[config.mk]
export PLATFORM = sky130hd
export DESIGN_NAME = jtkicker_rom_arb_flat
export DESIGN_NICKNAME = d
export VERILOG_FILES = /design/src/rtl/jtkicker_rom_arb_if.sv /design/src/rtl/jtkicker_rom_arb.sv /design/src/flat_wrapper.sv
export SDC_FILE = /design/constraint.sdc
export NUM_CORES = 1
export LEC_CHECK = 0
export ABC_AREA = 0
export BUFFER_PORTS_ARGS = -buffer_cell sky130_fd_sc_hd__clkbuf_2
export CORE_MARGIN = 2
export CORE_UTILIZATION = 54
export CTS_CLUSTER_SIZE = 10
export DETAILED_ROUTE_END_ITERATION = 6
export GPL_TIMING_DRIVEN = 1
export PLACE_DENSITY_LB_ADDON = 0.05
export SLEW_MARGIN = 10
export SYNTH_ARGS = -nofsm -noshare
export SYNTH_HDL_FRONTEND = slang
export SYNTH_SLANG_ARGS = --single-unit
[constraint.sdc]
create_clock -name clk -period 3.46 [get_ports clk]
set_clock_uncertainty 0.2 [all_clocks]
set_input_delay 0.692 -clock clk [delete_from_list [all_inputs] [get_ports clk]]
set_output_delay 0.692 -clock clk [all_outputs]
set_load 0.05 [all_outputs]
[src/rtl/jtkicker_rom_arb_if.sv]
// jtkicker_rom_arb_if: slot client bus plus SDRAM read port for the ROM arbiter
interface jtkicker_rom_arb_if #(
  parameter int SLOTS    = 4,
  parameter int AW       = 15,
  parameter int DW       = 16,
  parameter int SDRAM_AW = 22
);
  logic                   downloading;
  logic [SLOTS-1:0]       slot_cs;
  logic [SLOTS*AW-1:0]    slot_addr;
  logic [SLOTS-1:0]       slot_ok;
  logic [SLOTS*DW-1:0]    slot_dout;
  logic                   sdram_req;
  logic [SDRAM_AW-1:0]    sdram_addr;
  logic                   sdram_ack;
  logic                   data_rdy;
  logic [15:0]            data_read;
  modport master (
    output downloading, slot_cs, slot_addr, sdram_ack, data_rdy, data_read,
    input  slot_ok, slot_dout, sdram_req, sdram_addr
  );
  modport slave (
    input  downloading, slot_cs, slot_addr, sdram_ack, data_rdy, data_read,
    output slot_ok, slot_dout, sdram_req, sdram_addr
  );
endinterface

[src/rtl/jtkicker_rom_arb.sv]
// jtkicker_rom_arb: N-slot ROM client arbiter with one-entry caches onto a single SDRAM read port
module jtkicker_rom_arb #(
  parameter int                        SLOTS    = 4,
  parameter int                        AW       = 15,
  parameter int                        DW       = 16,
  parameter int                        SDRAM_AW = 22,
  parameter logic [SLOTS*SDRAM_AW-1:0] OFFSETS  = '0,
  parameter bit                        RR       = 1'b0
) (
  input logic               clk,
  input logic               rst_n,
  jtkicker_rom_arb_if.slave bus
);
  localparam int SW = SLOTS > 1 ? $clog2(SLOTS) : 1;
  typedef enum logic [1:0] {IDLE, REQ, WAIT} state_t;
  state_t                state_q, state_d;
  logic                  req_q, req_d, drop_q, drop_d, found;
  logic [SDRAM_AW-1:0]   addr_q, addr_d, sel_addr;
  logic [SW-1:0]         win_q, win_d, ptr_q, ptr_d, win, idx;
  logic [AW-1:0]         wa_q, wa_d;
  logic [AW-1:0]         waddr [SLOTS];
  logic [AW-1:0]         tag_q [SLOTS];
  logic [AW-1:0]         tag_d [SLOTS];
  logic [15:0]           data_q [SLOTS];
  logic [15:0]           data_d [SLOTS];
  logic [SLOTS-1:0]      valid_q, valid_d, hit, miss;

  genvar k;
  generate
    for (k = 0; k < SLOTS; k++) begin : g_slot
      logic [AW-1:0] a;
      assign a        = bus.slot_addr[k*AW +: AW];
      assign waddr[k] = DW == 8 ? {1'b0, a[AW-1:1]} : a;
      assign hit[k]   = bus.slot_cs[k] & valid_q[k] & (tag_q[k] == waddr[k]);
      if (DW == 8) begin : g_byte
        assign bus.slot_dout[k*DW +: DW] = a[0] ? data_q[k][15:8] : data_q[k][7:0];
      end else begin : g_word
        assign bus.slot_dout[k*DW +: DW] = data_q[k][DW-1:0];
      end
    end
  endgenerate

  assign miss           = bus.slot_cs & ~hit & {SLOTS{~bus.downloading}};
  assign bus.slot_ok    = hit;
  assign bus.sdram_req  = req_q;
  assign bus.sdram_addr = addr_q;

  always_comb begin
    win      = '0;
    idx      = '0;
    found    = 1'b0;
    sel_addr = '0;
    for (int i = 0; i < SLOTS; i++) begin
      idx = RR ? SW'((int'(ptr_q) + i) % SLOTS) : SW'(i);
      if (!found && miss[idx]) begin
        found = 1'b1;
        win   = idx;
      end
    end
    for (int j = 0; j < SLOTS; j++)
      if (win == SW'(j)) sel_addr = OFFSETS[j*SDRAM_AW +: SDRAM_AW] + SDRAM_AW'(waddr[j]);
  end

  // a download seen at any point during a transaction poisons its fill
  always_comb begin
    state_d = state_q;
    req_d   = req_q;
    addr_d  = addr_q;
    win_d   = win_q;
    wa_d    = wa_q;
    ptr_d   = ptr_q;
    drop_d  = drop_q | (bus.downloading & (state_q != IDLE));
    valid_d = bus.downloading ? '0 : valid_q;
    tag_d   = tag_q;
    data_d  = data_q;
    unique case (state_q)
      IDLE: if (found) begin
        state_d = REQ;
        req_d   = 1'b1;
        addr_d  = sel_addr;
        win_d   = win;
        wa_d    = waddr[win];
        drop_d  = 1'b0;
      end
      REQ: if (bus.sdram_ack) begin
        state_d = WAIT;
        req_d   = 1'b0;
      end
      default: if (bus.data_rdy) begin
        state_d        = IDLE;
        tag_d[win_q]   = wa_q;
        data_d[win_q]  = bus.data_read;
        valid_d[win_q] = ~bus.downloading & ~drop_q;
        ptr_d          = (win_q == SW'(SLOTS-1)) ? '0 : win_q + 1'b1;
      end
    endcase
  end

  always_ff @(posedge clk or negedge rst_n) begin
    if (!rst_n) begin
      state_q <= IDLE;
      req_q   <= 1'b0;
      addr_q  <= '0;
      win_q   <= '0;
      wa_q    <= '0;
      ptr_q   <= '0;
      drop_q  <= 1'b0;
      valid_q <= '0;
      tag_q   <= '{default: '0};
      data_q  <= '{default: '0};
    end else begin
      state_q <= state_d;
      req_q   <= req_d;
      addr_q  <= addr_d;
      win_q   <= win_d;
      wa_q    <= wa_d;
      ptr_q   <= ptr_d;
      drop_q  <= drop_d;
      valid_q <= valid_d;
      tag_q   <= tag_d;
      data_q  <= data_d;
    end
  end
endmodule

[src/flat_wrapper.sv]
// flat-port wrapper written by rule: the top's interface ports become plain ports
module jtkicker_rom_arb_flat 
#(
  parameter int                        SLOTS    = 4,
  parameter int                        AW       = 15,
  parameter int                        DW       = 16,
  parameter int                        SDRAM_AW = 22,
  parameter logic [SLOTS*SDRAM_AW-1:0] OFFSETS  = '0,
  parameter bit                        RR       = 1'b0
)
  (clk, rst_n, bus_downloading, bus_slot_cs, bus_slot_addr, bus_sdram_ack, bus_data_rdy, bus_data_read, bus_slot_ok, bus_slot_dout, bus_sdram_req, bus_sdram_addr);
  jtkicker_rom_arb_if #(.SLOTS(SLOTS), .AW(AW), .DW(DW), .SDRAM_AW(SDRAM_AW)) bus_i ();
  input logic clk;
  input logic rst_n;
  input wire logic [$bits(bus_i.downloading)-1:0] bus_downloading;
  input wire logic [$bits(bus_i.slot_cs)-1:0] bus_slot_cs;
  input wire logic [$bits(bus_i.slot_addr)-1:0] bus_slot_addr;
  input wire logic [$bits(bus_i.sdram_ack)-1:0] bus_sdram_ack;
  input wire logic [$bits(bus_i.data_rdy)-1:0] bus_data_rdy;
  input wire logic [$bits(bus_i.data_read)-1:0] bus_data_read;
  output wire logic [$bits(bus_i.slot_ok)-1:0] bus_slot_ok;
  output wire logic [$bits(bus_i.slot_dout)-1:0] bus_slot_dout;
  output wire logic [$bits(bus_i.sdram_req)-1:0] bus_sdram_req;
  output wire logic [$bits(bus_i.sdram_addr)-1:0] bus_sdram_addr;
  assign bus_i.downloading = bus_downloading;
  assign bus_i.slot_cs = bus_slot_cs;
  assign bus_i.slot_addr = bus_slot_addr;
  assign bus_i.sdram_ack = bus_sdram_ack;
  assign bus_i.data_rdy = bus_data_rdy;
  assign bus_i.data_read = bus_data_read;
  assign bus_slot_ok = bus_i.slot_ok;
  assign bus_slot_dout = bus_i.slot_dout;
  assign bus_sdram_req = bus_i.sdram_req;
  assign bus_sdram_addr = bus_i.sdram_addr;
  jtkicker_rom_arb #(.SLOTS(SLOTS), .AW(AW), .DW(DW), .SDRAM_AW(SDRAM_AW), .OFFSETS(OFFSETS), .RR(RR)) u_core (.clk(clk), .rst_n(rst_n), .bus(bus_i));
endmodule
==> metrics.txt <==
ANT cells 0; initial antenna violation count 0; GR Overflow Total 0; DR iter-0 viols 431; worst hold path class in -> async; Crit path max-delay family simple AND/OR/NAND/NOR gates; final worst path period share a little over nine tenths; Max-Cap Viols 0; total CTS buffers 17; pin count of the biggest net entering global routing 78; Max stage delay on crit path between 500 and 600 ps; Seq cells post-synth 164; Crit Path Category reg -> out; synthesized area around 7500 µm²; peak supply drop 0.709 mV; Routability Congestion between 0.8 and 0.9; Die X 122 µm; EDFF count, synth 0; synthesized area per cell between 10 and 15 µm²; status complete, no violations; All-Layer GR Usage around 28%; final setup vio count 0; sequential power share 37.1%; commonest non-fill, non-tap cells in the layout clkbuf_2, dfrtp_1, mux2_2; unrepaired setup endpoints after global routing false; Slew Limit Fails 0; Ports around 180; initial core utilization 54.6%; PortBufs 168; Mapped Cells 571; Worst slew margin between 60% and 70%; drt pass-1 iters 5; setup repair bufs after CTS 0; post-route setup TNS 0 ps; Final HPWL DP 14500 µm; Seq/Total Area, Yosys 54.8%; CP max stage cell or4_1; critical path cell sequence xor2_1 -> or4_1 -> nor4_4 -> buf_4 -> clkbuf_2; worst hold margin 33.4 ps; die area 14800 µm²; Synth-to-Final Area Change 23.3%; CTS clock-pin slew for the worst setup and hold paths 60 ps; Routed WL a little under 20000 µm; Ys Warns 0; Gate power share 44.2%; CTS max path bufs 2; clock power share 18.7%; Internal Power 5.42 mW; Inst Count DP between 900 and 1000; vias in the first global route ~5600; total number of vias 5375; Crit. End Element primary output; worst skew pair latency 420 ps; CTS tree built; final instance area just over 9000 µm²; net switching power 4.20 mW; critical path peak fanout 7; CP arrival 2420 ps; pwr dens 1040 nW/µm²; Req. time, crit path around 2600 ps; Max Clock Freq 302 MHz; Antenna Nets Post-Route 0; via density per instance 5.66; CTS H-tree lvls 4; ys flop type dfrtp_1; global-route wire length before repair 30600 µm; drt drc 0; Wirelength per Cell 20.5 µm; post_cts resized 0; Fin. Hold Viols 0; num rows 43; layout cell share with drive strength beyond 1 between 40% and 50%; leak pwr 4.28 nW; Yosys cell types 48; Worst-Margin Slew about 540 ps; Fill cells 1071; Post-DP Area 8660 µm²; crit path time final about 3300 ps; clk sinks 164; final std cells w/o fill 950; commonest non-fill, non-tap cell in the layout clkbuf_2; fin nets 842; CP Buf/Inv Count 2; Sw Share 43.7%; core area 13700 µm²; Startpoint Class register; root buf cell clkbuf_16; asr flop ratio synth 100%; die span in y about 120 µm
-- synth_stat cells (all sizes together), types with 4 or more instances --
cell type / number / share of area, %
dfrtp: 164 / 55
mux2: 125 / 19
xor2: 36 / 4.2
xnor2: 24 / 2.8
o21a: 23 / 2.3
nor2: 21 / 1.2
clkbuf: 19 / 0.95
buf: 18 / 1.4
nor3: 13 / 0.87
a221o: 12 / 1.6
inv: 12 / 0.60
o311ai: 12 / 1.4
nand2: 10 / 0.50
nor4: 10 / 1.2
nand4: 9 / 0.75
o2111ai: 9 / 1.1
a21oi: 8 / 0.53
o221a: 6 / 0.90
o211ai: 5 / 0.57
o21ai: 5 / 0.33
a21boi: 4 / 0.45
-- worst paths after layout --
check	start	endpoint	slack, ps	depth (start not counted)
worst max register to register	u_core.tag_q[55]	u_core.wa_q[11]	500	8
worst max-delay path	u_core.tag_q[29]	bus_slot_ok[2]	150	5
worst min-delay path	rst_n	u_core.tag_q[4]	30	1
worst min register to register	u_core.bus.sdram_req	u_core.bus.sdram_req	280	1
max in group asynchronous	rst_n	u_core.bus.slot_dout[35]	2210	2
min in group clk	u_core.bus.sdram_req	u_core.bus.sdram_req	280	1
-- cells by family after synthesis --
logic type,after synthesis,share of synthesized area (%)
AO/OA/AOI/OAI,94,10.5
XOR/XNOR,60,7.02
buffers and inverters,49,2.97
flip-flops,164,54.8
multiplexers,125,18.8
other,1,0.0501
AND/OR/NAND/NOR,78,5.87
-- power by group through the flow --
| stage | Combinational (mW) | Sequential, mW | Clock, mW |
|---|---|---|---|
| 5_1_grt | 4.51 | 3.68 | 1.92 |
| 2_1_floorplan | 1.60 | 5.04 | 0 |
| 3_5_place_dp | 4.27 | 3.58 | 0 |
| 6_report | 4.26 | 3.57 | 1.80 |
| 3_3_place_gp | 4.20 | 3.53 | 0 |
| 4_1_cts | 4.28 | 3.56 | 1.83 |
-- what timing repair did --
action / in CTS / in global routing
setup endpoints to repair: 0 / 1
endpoints found under the hold margin: 0 / 0
hold buffers: 0 / 0
-- per-stage QoR --
stage / setup slack (ps) / util [%] / total power [mW]
after global routing: 16.5 / 67.3 / 10.1
after detailed placement: 99.7 / 63.1 / 7.85
after floorplan: 48.5 / - / 6.65
final: 151 / 67.3 / 9.62
after global placement: 162 / 63.1 / 7.73
after CTS: 17.1 / 67.3 / 9.67
-- flip-flops by register name (all words and copies together), names as in the netlist --
signal and flops:
u_core.bus.slot_dout 64, u_core.tag_q 60, u_core.bus.sdram_addr 15, u_core.wa_q 15
u_core.valid_q 4, u_core.state_q 2, u_core.win_q 2, u_core.bus.sdram_req 1
u_core.drop_q 1
-- cell type report --
type | instances | area [µm²] | area share (%)
Multi-Input combinational cell | 364 | 3190 | 34.5
Timing Repair Buffer | 198 | 1100 | 11.9
Clock buffer | 25 | 495 | 5.37
Sequential cell | 164 | 4100 | 44.5
Tap cell | 180 | 225 | 2.44
Clock inverter | 7 | 72.6 | 0.786
Inverter | 12 | 45.0 | 0.488
-- routing by layer --
layer,routed length [µm],global-route usage [%],vias up
met4,417,10.3,0
li1,-,-,2447
met2,9490,44.1,206
met3,1240,5.57,26
met1,8350,37.8,2696
met5,0,0,-
No activity file was read; power rests on OpenSTA's default activity.
